[src/rtl/replica_ram_sched_if.sv]
// Purpose: host-side control and per-RAM command/select bundle for the replica RAM scheduler.
// Latency: none, wires only.
// Backpressure: none; start is sampled only while the scheduler is idle.
interface replica_ram_sched_if #(
    parameter int REPLICA_NUM = 16,
    parameter int ITER_W      = 16
);
    // Host request side
    logic                         start;
    logic [ITER_W-1:0]            iter_num;
    logic [REPLICA_NUM-2:0]       exch_grant;

    // Scheduler status and per-lane RAM control
    logic                         busy;
    logic                         done;
    logic                         exch_odd;
    logic [ITER_W-1:0]            iter_cnt;
    logic [REPLICA_NUM-1:0][1:0]  command;   // 0 NOP, 1 OPT, 2 EXC
    logic [REPLICA_NUM-1:0][1:0]  src_sel;   // 0 SELF, 1 PREV (idx-1), 2 FOLW (idx+1)

    // Host / testbench side
    modport master (
        output start, iter_num, exch_grant,
        input  busy, done, exch_odd, iter_cnt, command, src_sel
    );

    // Scheduler side
    modport slave (
        input  start, iter_num, exch_grant,
        output busy, done, exch_odd, iter_cnt, command, src_sel
    );
endinterface

[src/rtl/replica_ram_sched.sv]
// Purpose: alternates OPT and EXC sweeps over all replica RAMs for a programmed iteration count.
// Latency: command 1 cycle after start; each phase CITY_NUM+2 cycles; done 1 cycle after last EXC_RUN.
// Backpressure: none; start ignored while busy. Optional REPLICA_EXCH_ODD_EN alternates pair parity.
module replica_ram_sched #(
    parameter int CITY_NUM    = 32,
    parameter int REPLICA_NUM = 16,
    parameter int ITER_W      = 16
) (
    input  logic                 clk,
    input  logic                 rst_n,
    replica_ram_sched_if.slave   bus
);
    localparam int PH_W = $clog2(CITY_NUM + 2);

    localparam logic [1:0] CMD_NOP  = 2'd0;
    localparam logic [1:0] CMD_OPT  = 2'd1;
    localparam logic [1:0] CMD_EXC  = 2'd2;
    localparam logic [1:0] SEL_SELF = 2'd0;
    localparam logic [1:0] SEL_PREV = 2'd1;
    localparam logic [1:0] SEL_FOLW = 2'd2;

    // Last phase-counter value: sweep of CITY_NUM addresses plus the write-lag drain
    localparam logic [PH_W-1:0] PH_LAST = PH_W'(CITY_NUM);

    typedef enum logic [2:0] {
        S_IDLE,
        S_OPT_ISSUE,
        S_OPT_RUN,
        S_EXC_ISSUE,
        S_EXC_RUN,
        S_FIN
    } state_t;

    state_t                        state_q, state_d;
    logic [PH_W-1:0]               ph_q, ph_d;
    logic [ITER_W-1:0]             iter_cnt_q, iter_cnt_d;
    logic [ITER_W-1:0]             iter_num_q, iter_num_d;
    logic                          odd_q, odd_d;
    logic [REPLICA_NUM-1:0][1:0]   sel_q, sel_d;

    logic [REPLICA_NUM-2:0]        par_mask;
    logic [REPLICA_NUM-2:0]        pair_go;
    logic [REPLICA_NUM-1:0][1:0]   sel_new;
    logic [ITER_W-1:0]             cnt_inc;
    logic                          ph_end;

    assign cnt_inc = iter_cnt_q + ITER_W'(1);
    assign ph_end  = (ph_q == PH_LAST);

    // Pair selection: only pairs whose lower index matches the current parity may swap
    always_comb begin
        par_mask = '0;
        pair_go  = '0;
        sel_new  = '0;
        for (int k = 0; k < REPLICA_NUM - 1; k++) begin
            par_mask[k] = (1'(k % 2) == odd_q);
        end
        pair_go = bus.exch_grant & par_mask;
        // Same-parity pairs never share a lane, so these writes cannot collide
        for (int k = 0; k < REPLICA_NUM - 1; k++) begin
            if (pair_go[k]) begin
                sel_new[k]     = SEL_FOLW;
                sel_new[k + 1] = SEL_PREV;
            end
        end
    end

    // Next-state logic for the phase sequencer
    always_comb begin
        state_d    = state_q;
        ph_d       = ph_q;
        iter_cnt_d = iter_cnt_q;
        iter_num_d = iter_num_q;
        odd_d      = odd_q;
        sel_d      = sel_q;
        case (state_q)
            S_IDLE: begin
                if (bus.start) begin
                    iter_num_d = bus.iter_num;
                    iter_cnt_d = '0;
                    odd_d      = 1'b0;
                    // A zero-length run still reports completion, but touches no RAM
                    state_d    = (bus.iter_num == '0) ? S_FIN : S_OPT_ISSUE;
                end
            end
            S_OPT_ISSUE: begin
                ph_d    = '0;
                state_d = S_OPT_RUN;
            end
            S_OPT_RUN: begin
                if (ph_end) begin
                    state_d = S_EXC_ISSUE;
                end else begin
                    ph_d = ph_q + PH_W'(1);
                end
            end
            S_EXC_ISSUE: begin
                ph_d    = '0;
                // Grants are captured once here; selects then stay frozen for the whole sweep
                sel_d   = sel_new;
                state_d = S_EXC_RUN;
            end
            S_EXC_RUN: begin
                if (ph_end) begin
                    sel_d      = '0;
                    iter_cnt_d = cnt_inc;
`ifdef REPLICA_EXCH_ODD_EN
                    odd_d      = ~odd_q;
`else
                    odd_d      = 1'b0;
`endif
                    state_d    = (cnt_inc == iter_num_q) ? S_FIN : S_OPT_ISSUE;
                end else begin
                    ph_d = ph_q + PH_W'(1);
                end
            end
            S_FIN: begin
                state_d = S_IDLE;
            end
            default: begin
                state_d = S_IDLE;
            end
        endcase
    end

    // State and datapath registers; reset aborts any run without a done pulse
    always_ff @(posedge clk or negedge rst_n) begin
        if (!rst_n) begin
            state_q    <= S_IDLE;
            ph_q       <= '0;
            iter_cnt_q <= '0;
            iter_num_q <= '0;
            odd_q      <= 1'b0;
            sel_q      <= '0;
        end else begin
            state_q    <= state_d;
            ph_q       <= ph_d;
            iter_cnt_q <= iter_cnt_d;
            iter_num_q <= iter_num_d;
            odd_q      <= odd_d;
            sel_q      <= sel_d;
        end
    end

    // Output decode: one command pulse per phase, straight from the registered state
    always_comb begin
        bus.command = '0;
        for (int k = 0; k < REPLICA_NUM; k++) begin
            if (state_q == S_OPT_ISSUE) begin
                bus.command[k] = CMD_OPT;
            end else if (state_q == S_EXC_ISSUE) begin
                bus.command[k] = CMD_EXC;
            end else begin
                bus.command[k] = CMD_NOP;
            end
        end
    end

    assign bus.busy     = (state_q == S_OPT_ISSUE) || (state_q == S_OPT_RUN) ||
                          (state_q == S_EXC_ISSUE) || (state_q == S_EXC_RUN);
    assign bus.done     = (state_q == S_FIN);
    assign bus.exch_odd = odd_q;
    assign bus.iter_cnt = iter_cnt_q;
    assign bus.src_sel  = sel_q;

    // SEL_SELF is the all-zero encoding used for reset and idle selects
    logic unused_sel_self;
    assign unused_sel_self = ^SEL_SELF;
endmodule

[src/flat_wrapper.sv]
// flat-port wrapper written by rule: the top's interface ports become plain ports
module replica_ram_sched_flat 
#(
    parameter int CITY_NUM    = 32,
    parameter int REPLICA_NUM = 16,
    parameter int ITER_W      = 16
)
  (clk, rst_n, bus_start, bus_iter_num, bus_exch_grant, bus_busy, bus_done, bus_exch_odd, bus_iter_cnt, bus_command, bus_src_sel);
  replica_ram_sched_if #(.REPLICA_NUM(REPLICA_NUM), .ITER_W(ITER_W)) bus_i ();
  input  logic clk;
  input  logic rst_n;
  input wire logic [$bits(bus_i.start)-1:0] bus_start;
  input wire logic [$bits(bus_i.iter_num)-1:0] bus_iter_num;
  input wire logic [$bits(bus_i.exch_grant)-1:0] bus_exch_grant;
  output wire logic [$bits(bus_i.busy)-1:0] bus_busy;
  output wire logic [$bits(bus_i.done)-1:0] bus_done;
  output wire logic [$bits(bus_i.exch_odd)-1:0] bus_exch_odd;
  output wire logic [$bits(bus_i.iter_cnt)-1:0] bus_iter_cnt;
  output wire logic [$bits(bus_i.command)-1:0] bus_command;
  output wire logic [$bits(bus_i.src_sel)-1:0] bus_src_sel;
  assign bus_i.start = bus_start;
  assign bus_i.iter_num = bus_iter_num;
  assign bus_i.exch_grant = bus_exch_grant;
  assign bus_busy = bus_i.busy;
  assign bus_done = bus_i.done;
  assign bus_exch_odd = bus_i.exch_odd;
  assign bus_iter_cnt = bus_i.iter_cnt;
  assign bus_command = bus_i.command;
  assign bus_src_sel = bus_i.src_sel;
  replica_ram_sched #(.CITY_NUM(CITY_NUM), .REPLICA_NUM(REPLICA_NUM), .ITER_W(ITER_W)) u_core (.clk(clk), .rst_n(rst_n), .bus(bus_i));
endmodule
[config.mk]
export PLATFORM = sky130hd
export DESIGN_NAME = replica_ram_sched_flat
export DESIGN_NICKNAME = d
export VERILOG_FILES = /design/src/rtl/replica_ram_sched_if.sv /design/src/rtl/replica_ram_sched.sv /design/src/flat_wrapper.sv
export SDC_FILE = /design/constraint.sdc
export NUM_CORES = 1
export LEC_CHECK = 0
export BUFFER_PORTS_ARGS = -buffer_cell sky130_fd_sc_hd__buf_2
export CORE_ASPECT_RATIO = 0.9
export CORE_UTILIZATION = 40
export DETAILED_ROUTE_END_ITERATION = 8
export GPL_TIMING_DRIVEN = 0
export PLACE_DENSITY = 0.66
export SYNTH_ARGS = -nofsm -noshare
export SYNTH_HDL_FRONTEND = slang
export SYNTH_SLANG_ARGS = --single-unit
[constraint.sdc]
create_clock -name clk -period 3.6 [get_ports clk]
set_input_delay 0 -clock clk [delete_from_list [all_inputs] [get_ports clk]]
set_output_delay 0 -clock clk [all_outputs]
set_load 0.02 [all_outputs]
### Word level (Yosys, flattened, before mapping)

Index checks and enable logic that the tools add are counted.

| storage, ports and cells | value |
|---|---|
| output and inout port bits | 83 |
| logic and storage cells | 84 |
| bits of input ports | 34 |
| bits in registers | 74 |

| operators by class | value |
|---|---|
| equal/unequal tests | 11 |
| bitwise gates (word level) | 2 |
| mux-type cells | 33 |
| reductions and logical operators | 15 |
| add/subtract/negate cells | 2 |

Operators with widths:

| kind | number |
|---|---|
| $pmux W32 S2 | 1 |
| $mux W3 | 20 |
| $mux W16 | 2 |
| $mux W32 | 1 |
| $pmux W16 S2 | 1 |
| $add A16 B1 Y16 const B | 1 |
| $eq A16 B16 Y1 | 1 |
| $logic_not A16 Y1 | 1 |
| $and A15 B15 Y15 | 1 |
| $pmux W3 S5 | 1 |
| $pmux W6 S2 | 1 |
| $add A6 B1 Y6 const B | 1 |
| $eq A3 B2 Y1 const B | 2 |
| $eq A3 B3 Y1 const B | 2 |
| $eq A6 B6 Y1 const B | 1 |
| $mux W6 | 1 |
| $reduce_and A2 Y1 | 3 |
| $reduce_and A3 Y1 | 2 |
| $reduce_bool A2 Y1 | 3 |
| $mux W2 | 2 |
| $ne A2 B1 Y1 const B | 2 |
| $ne A2 B2 Y1 const B | 2 |
| $reduce_or A2 Y1 | 2 |
| $eq A3 B1 Y1 const B | 1 |
| other kinds (5) | 8 |

### Logic depth before layout (Yosys ltp)

Gate-level depths: netlist of run 1.

| logic depth | value |
|---|---|
| depth after elaboration | 18 |
| depth in mapped cells | 10 |

### Worst setup path after synthesis of run 1

Ideal clock, no wire load.

| path | value |
|---|---|
| path kind | reg2reg |
| start | reg u_core.iter_cnt_q[0], in the netlist u_core.bus.iter_cnt[0] |
| end | reg u_core.state_q[2] |
| required time | 3505 ps |
| path buffers | 1 |
| path slack | 1542 ps |
| data arrival time | 1963 ps |
| setup time | 95 ps |
| cell stages (with the launch flop) | 9 |
| cell sequence | dfrtp_1 > ha_1 > and3_2 > and4_1 > buf_2 > nand4_1 > xnor2_1 > nand4_1 > o31ai_1 |

| between the ends | value |
|---|---|
| longest elaborated chain between the ends | 5 |

Ends and longest elaborated chain:

| item | line | text |
|---|---|---|
| from (decl) | replica_ram_sched.sv:36 | `logic [ITER_W-1:0] iter_cnt_q, iter_cnt_d;` |
| from (signal assigned) | replica_ram_sched.sv:138 | `iter_cnt_q <= iter_cnt_d;` |
| $add A16 B1 Y16 | replica_ram_sched.sv:47 | `assign cnt_inc = iter_cnt_q + ITER_W'(1);` |
| $eq A16 B16 Y1 | replica_ram_sched.sv:112 | `state_d = (cnt_inc == iter_num_q) ? S_FIN : S_OPT_ISSUE;` |
| $mux W3 | replica_ram_sched.sv:112 |  |
| $mux W3 | replica_ram_sched.sv:104 | `if (ph_end) begin` |
| $pmux W3 S5 | replica_ram_sched.sv:76 | `case (state_q)` |
| to (signal assigned) | replica_ram_sched.sv:136 | `state_q <= state_d;` |
| to (decl) | replica_ram_sched.sv:34 | `state_t state_q, state_d;` |

Every way passes these cells. The select of a mux whose other input is x is not followed.
A chain may end at the register's enable or synchronous reset.

### Final worst setup path of run 1

| path | value |
|---|---|
| start | reg u_core.state_q[1] |
| end | out bus_command[23] |

| between the ends | value |
|---|---|
| longest elaborated chain between the ends | 3 |
| elaborated cells between the ends (all ways) | 4 |
| classes of those cells | 2 x eq/ne; 2 x mux |

Ends and longest elaborated chain:

| item | line | text |
|---|---|---|
| $eq A3 B2 Y1 | replica_ram_sched.sv:151 | `end else if (state_q == S_EXC_ISSUE) begin` |
| $mux W2 | replica_ram_sched.sv:151 |  |
| $mux W2 (*) | replica_ram_sched.sv:149 | `if (state_q == S_OPT_ISSUE) begin` |
| to (decl) | flat_wrapper.sv:19 | `output wire logic [$bits(bus_i.command)-1:0] bus_command;` |

Every way passes the cells marked *; elsewhere a longest branch is shown, timed or not.

==> flow_metrics.env, run 1 <==
export IMPL_outcome="completed"
export IMPL_number_of_register_bits_inferred_by_synthesis=49
export IMPL_post_detailed_route_count_of_antenna_violating_nets=0
export IMPL_finalSetupViolCount=0
export IMPL_setup_repair_after_global_routing_missed_its_margin="no"
export IMPL_cts_htree_levels=2
export IMPL_worst_clock_skew_ns=0.00565
export IMPL_endpoints_failing_hold=0
export IMPL_ctsResizeCount=0
export IMPL_hold_depth=5
export IMPL_dp_slack_ns=1.20
export IMPL_max_freq_mhz=379
export IMPL_die_h_um=89.8
export IMPL_synth_enable_flop_cells=0
export IMPL_layout_common_cells="buf_2 (103), buf_4 (57), dfrtp_1 (49), nand2_1 (35), o21ai_0 (28)"
export IMPL_via_count_of_the_first_global_routing_pass=2914
export IMPL_hold_path_startpoint="bus_start"
export IMPL_worst_ir_drop_vdd_mv=0.509
export IMPL_synth_area_leaders="dfrtp_1 (36%), buf_4 (12%), mux2_2 (5.3%)"
export IMPL_track_usage=0.197
export IMPL_final_setup_tns_ns=0
export IMPL_share_of_synthesized_area_occupied_by_flip_flops_and_latches=0.358
export IMPL_num_rows=31
export IMPL_pwr_density_cell_nw_per_um2=660
export IMPL_drv_cap=0
export IMPL_coreArea_um2=8180
export IMPL_async_flop_share=1.00
export IMPL_cts_tree="yes"
export IMPL_ys_warn_count=0
export IMPL_grt_overflow=0
export IMPL_worst_setup_path_start_kind="register"
export IMPL_dpl_hpwl_um=6030
export IMPL_drc_markers=0
export IMPL_final_period_utilization=0.732
export IMPL_globalplace_congestion=0.835
export IMPL_maximum_number_of_pins_on_one_net_before_global_route_repair=50
export IMPL_cts_inserted_buffers=5
export IMPL_post_route_cells_drive_above_1_share=0.376
export IMPL_drt_initial_drc_count=226
export IMPL_initial_antenna_violation_count=0
export IMPL_worstHoldPathType="in2reg"
export IMPL_setup_reg_to_reg_worst_slack_ns=1.15
export IMPL_tightest_slew_ns=1.13
export IMPL_worstPathRequired_ns=3.60
export IMPL_reg2reg_depth=9
export IMPL_placedInstanceArea_um2=4090
export IMPL_clockRootBuffer="clkbuf_8"
export IMPL_maxSlewViolCount=0
export IMPL_fp_dieW_um=99.6
export IMPL_grt_first_pass_wirelength_um=14200
export IMPL_post_synth_instance_area_um2=3430
export IMPL_routed_wire_length_per_instance_um=13.3
export IMPL_layout_cells_most_common="buf_2"
export IMPL_final_setup_worst_slack_ns=0.965
export IMPL_critPathMaxFanout=24
export IMPL_timing_hold_ws_ns=0.222
export IMPL_clock_sinks=49
export IMPL_worst_ep_arrival_ns=2.64
export IMPL_worst_setup_path_type="reg2out"
export IMPL_postLayoutCellArea_um2=4430
export IMPL_synth_lib_cells_used_distinct=54
export IMPL_drt_first_pass_iters=4
export IMPL_viasPerCell=4.90
export IMPL_postSynthCellCount=383
export IMPL_timing_rr_start="u_core.ph_q[0]$_DFFE_PN0P_"
export IMPL_cts_buffer_depth=2
export IMPL_synthToLayoutAreaGrowth_pct=29.1
export IMPL_regToRegEndpoint="u_core.bus.iter_cnt[5]$_DFFE_PN0P_"
export IMPL_initial_utilization=0.419
export IMPL_antennaDiodeCount=0
export IMPL_synth_top_area_frac=0.358
export IMPL_nNetsFinal=560
export IMPL_setup_worst_path_end_class="output port"
export IMPL_numPortBuffers=92
export IMPL_cellLeakagePower_uw=0.00219
export IMPL_wl_um=8490
export IMPL_syn_mean_instance_area_um2=8.95
export IMPL_num_vias=3132
export IMPL_holdPathEnd="u_core.state_q[0]$_DFFE_PN0P_"
export IMPL_max_slew_margin_rel=0.247
export IMPL_floorplan_io_pins=117
export IMPL_clock_latency_ns=0.30
export IMPL_die_area_um2=8950
export IMPL_ys_flop_type="dfrtp_1"
export IMPL_worst_setup_hold_path_clk_slew_ns=0.09
export IMPL_post_synth_top_area_cell="dfrtp_1"
export IMPL_finalWorstPathRequiredPeriod_ns=2.64
[worst max path at each step]
stage,depth (start not counted),slack (ns),endpoint,from
finish,6,0.96,bus_command[23],u_core.state_q[1]$_DFFE_PN0P_
global route,6,0.78,bus_command[23],u_core.state_q[1]$_DFFE_PN0P_
CTS,6,0.97,bus_command[23],u_core.state_q[1]$_DFFE_PN0P_
detailed placement,9,1.20,u_core.bus.iter_cnt[5]$_DFFE_PN0P_,u_core.ph_q[0]$_DFFE_PN0P_
global placement,9,1.18,u_core.bus.iter_cnt[14]$_DFFE_PN0P_,u_core.ph_q[0]$_DFFE_PN0P_
floorplan,8,1.54,u_core.state_q[2]$_DFFE_PN0P_,u_core.bus.iter_cnt[0]$_DFFE_PN0P_
[critical path, cell delays in order (launching register included)]
cell and delay, ns:
dfrtp_1 0.37, clkbuf_1 0.20, clkbuf_1 0.30, nand2_1 0.38, clkinv_1 0.60, buf_4 0.34, buf_2 0.15
[routing by layer]
layer / wire length [um] / share of wire / up-vias / track usage
met1: 4110 / 0.48 / 1458 / 0.284
li1: - / - / 1556 / -
met4: 41 / 0.0048 / 0 / 0.0453
met5: 0 / 0 / - / 0
met3: 578 / 0.068 / 2 / 0.0311
met2: 3760 / 0.44 / 116 / 0.308
[kinds of logic (layout without fill, tap and decap cells)]
logic type | after synthesis | after routing | share of synthesized area
AND/OR/NAND/NOR | 126 | 126 | 0.202
buffers and inverters | 86 | 211 | 0.165
AO/OA/AOI/OAI | 73 | 73 | 0.136
flip-flops | 49 | 49 | 0.358
XOR/XNOR | 27 | 27 | 0.0690
multiplexers | 18 | 18 | 0.0584
adder cells (fa/ha/maj) | 3 | 3 | 0.0110
other | 1 | 17 | 0.00109
[synth_stat cells, types with 4 or more instances]
library cell / number
a21oi_1: 10
nand2_1: 35
xnor2_1: 18
dfrtp_1: 49
a32oi_1: 4
buf_4: 57
inv_1: 7
nand2b_1: 4
nor4_1: 7
o21ai_0: 28
nor2b_1: 6
nand4_1: 5
nor3_1: 5
buf_2: 11
o31ai_1: 12
nand3_1: 23
mux2_2: 16
nor2_1: 19
clkbuf_1: 6
xor2_1: 9
[layout make-up]
type                    instances  area, um^2
plain buffers                  78         536
clock buffers                   6        72.6
clock inverters                 2        10.0
fillers                       780        3760
inverters                       8        30.0
multi-input cells             264        1700
flip-flops and latches         49        1230
well taps                     115         144
repair buffers                117         711
[sequential cells by signal (all words and copies together) (netlist names)]
register	cells
u_core.bus.iter_cnt	16
u_core.bus.src_sel	8
u_core.iter_num_q	16
u_core.ph_q	6
u_core.state_q	3
[where the power goes]
group          switching, uW  total, uW  internal, uW
Clock                    188        323           135
Sequential               147        879           732
Combinational            948       1720           769
Total                   1280       2920          1640
[repair_timing]
| item | in CTS | in global routing |
|---|---|---|
| buffers inserted | 0 | 0 |
| endpoints found under the hold margin | 73 | 0 |
| hold buffers | 25 | 0 |
[stage by stage]
stage                     cells   util  total power (uW)
final                       639  0.541              2920
after global routing        639  0.541              3120
after CTS                   639  0.541              2930
after detailed placement    606  0.500              2580
after global placement      606  0.500              2540
after floorplan             399      -              2150
No activity file was read; power rests on OpenSTA's default activity.
==> inputs of run 2 (changes only) <==
==> constraint.sdc (replaced) <==
create_clock -name clk -period 2.47 [get_ports clk]
set_input_delay 0 -clock clk [delete_from_list [all_inputs] [get_ports clk]]
set_output_delay 0 -clock clk [all_outputs]
set_load 0.02 [all_outputs]
==> run 2 against run 1 <==
Effect of this change: register-to-register slack worse by 0.98 ns; combinational power is 46% higher; highest routed layer unchanged; critical path type is now reg2reg; non-clock buffer count is 4 higher; clock-buffer cell count stayed put; final cell count is 0.63% higher; clock power is 44% higher; first-iteration DRC count is 2.7% lower; via count is 0.89% higher; sequential power is 46% higher.
==> flow_metrics.env, run 2 (synthesis results as in run 1) <==
export IMPL_layout_cells_most_common="buf_2"
export IMPL_viasPerCell=4.91
export IMPL_cellLeakagePower_uw=0.00222
export IMPL_routed_wire_length_per_instance_um=13.3
export IMPL_drt_first_pass_iters=4
export IMPL_num_vias=3160
export IMPL_worst_ir_drop_vdd_mv=0.741
export IMPL_pwr_density_cell_nw_per_um2=953
export IMPL_timing_hold_ws_ns=0.223
export IMPL_dpl_hpwl_um=6030
export IMPL_cts_htree_levels=2
export IMPL_critPathMaxFanout=10
export IMPL_drt_initial_drc_count=220
export IMPL_worst_setup_hold_path_clk_slew_ns=0.09
export IMPL_max_slew_margin_rel=0.253
export IMPL_post_route_cells_drive_above_1_share=0.396
export IMPL_maxSlewViolCount=0
export IMPL_crit_path_top_delay_cell="dfrtp_1"
export IMPL_final_setup_tns_ns=0
export IMPL_maximum_number_of_pins_on_one_net_before_global_route_repair=50
export IMPL_cts_tree="yes"
export IMPL_die_area_um2=8950
export IMPL_max_freq_mhz=434
export IMPL_wl_um=8540
export IMPL_layout_common_cells="buf_2 (103), buf_4 (61), dfrtp_1 (47), nand2_1 (35), o21ai_0 (28)"
export IMPL_grt_first_pass_wirelength_um=14200
export IMPL_outcome="completed"
export IMPL_globalplace_congestion=0.835
export IMPL_floorplan_io_pins=117
export IMPL_tightest_slew_ns=1.12
export IMPL_track_usage=0.197
export IMPL_via_count_of_the_first_global_routing_pass=2914
export IMPL_nNetsFinal=564
export IMPL_final_period_utilization=0.932
export IMPL_initial_antenna_violation_count=0
export IMPL_cts_inserted_buffers=5
export IMPL_cts_buffer_depth=2
export IMPL_critical_path_cell_chain="clkbuf_1 -> inv_1 -> ha_1 -> nand2_1 -> nor4_4 -> buf_4 -> nand3_2 -> buf_6 -> buf_2 -> o31ai_1"
export IMPL_setup_worst_path_end_class="register"
export IMPL_postLayoutCellArea_um2=4470
export IMPL_grt_overflow=0
export IMPL_clock_latency_ns=0.30
export IMPL_num_rows=31
export IMPL_worst_setup_path_type="reg2reg"
export IMPL_finalSetupViolCount=0
export IMPL_slowest_delay_ns=0.39
export IMPL_clockRootBuffer="clkbuf_8"
export IMPL_fill_cells=774
export IMPL_fp_dieW_um=99.6
export IMPL_worst_clock_skew_ns=0.00807
export IMPL_worst_ep_arrival_ns=2.50
export IMPL_initial_utilization=0.419
export IMPL_drc_markers=0
export IMPL_worstPathRequired_ns=2.67
export IMPL_numPortBuffers=92
export IMPL_multi_input_comb_area_um2=1710
export IMPL_area_sequential_um2=1230
export IMPL_drv_cap=0
export IMPL_clock_sinks=49
export IMPL_finalWorstPathRequiredPeriod_ns=2.30
export IMPL_coreArea_um2=8180
export IMPL_post_detailed_route_count_of_antenna_violating_nets=0
export IMPL_worstHoldPathType="in2reg"
export IMPL_die_h_um=89.8
export IMPL_placedInstanceArea_um2=4090
export IMPL_antennaDiodeCount=0
export IMPL_endpoints_failing_hold=0
export IMPL_synthToLayoutAreaGrowth_pct=30.4
export IMPL_worst_setup_path_start_kind="register"
==> run 2: cell types whose count changed in the layout (fill, tap and decap cells not counted), sizes merged <==
cell / before / now
buf: 164 / 168
==> run 2: where the power goes <==
group          internal [uW]  total (uW)  switching, uW
logic                   1120        2510           1390
registers               1070        1280            215
clock network            197         466            269
total                   2390        4260           1880
==> run 2: timing repair <==
item,in CTS,in global routing
gates resized for setup,2,9
hold buffers,25,0
buffers inserted,0,4
hold endpoints to repair,73,0
endpoints found under the setup margin,31,35
cloned,0,0
pin swaps,0,1
==> run 2: layer usage <==
layer	global-route usage	part of all wire	vias up
met5	0	0	-
met4	0.0453	0.0047	0
li1	-	-	1568
met2	0.308	0.45	97
met3	0.0311	0.058	2
met1	0.284	0.49	1493
==> run 2: critical path, delay by kind of cell, from the launching register on <==
kind / cells / cell delay, ns
adders and majority gates: 1 / 0.15
and+or+nand+nor: 3 / 0.57
AOI/OAI and AO/OA: 1 / 0.27
buffers and inverters: 5 / 0.81
DFF: 1 / 0.39
==> run 2: final cells by class <==
type                       instances  area share
clock inverter                     2     0.00224
tap                              115      0.0322
sequential                        49       0.275
inverter                           8     0.00699
timing repair buffer             121       0.166
multi-input combinational        264       0.381
buffer                            78       0.121
clock buffer                       6      0.0162
==> run 2: metrics by stage <==
stage	cells	utilization	setup slack, ns	power [uW]
floorplan	399	-	0.412	3140
global placement	606	0.500	0.0500	3710
detailed placement	606	0.500	0.0659	3760
CTS	639	0.541	0.00488	4270
global route	643	0.546	-0.0177	4570
finish	643	0.546	0.167	4260
==> run 2: path summary, 6_finish.rpt <==
path / start / end / slack (ns) / depth (start not counted)
setup / recovery: u_core.ph_q[0]$_DFFE_PN0P_ / u_core.bus.iter_cnt[13]$_DFFE_PN0P_ / 0.17 / 10
hold / removal: bus_start / u_core.state_q[0]$_DFFE_PN0P_ / 0.22 / 5
setup reg to reg: u_core.ph_q[0]$_DFFE_PN0P_ / u_core.bus.iter_cnt[13]$_DFFE_PN0P_ / 0.17 / 10
hold reg to reg: u_core.ph_q[5]$_DFFE_PN0P_ / u_core.ph_q[5]$_DFFE_PN0P_ / 0.53 / 1
max in group asynchronous: rst_n / u_core.bus.iter_cnt[0]$_DFFE_PN0P_ / 1.27 / 2
min in group asynchronous: rst_n / u_core.bus.iter_cnt[12]$_DFFE_PN0P_ / 0.43 / 2
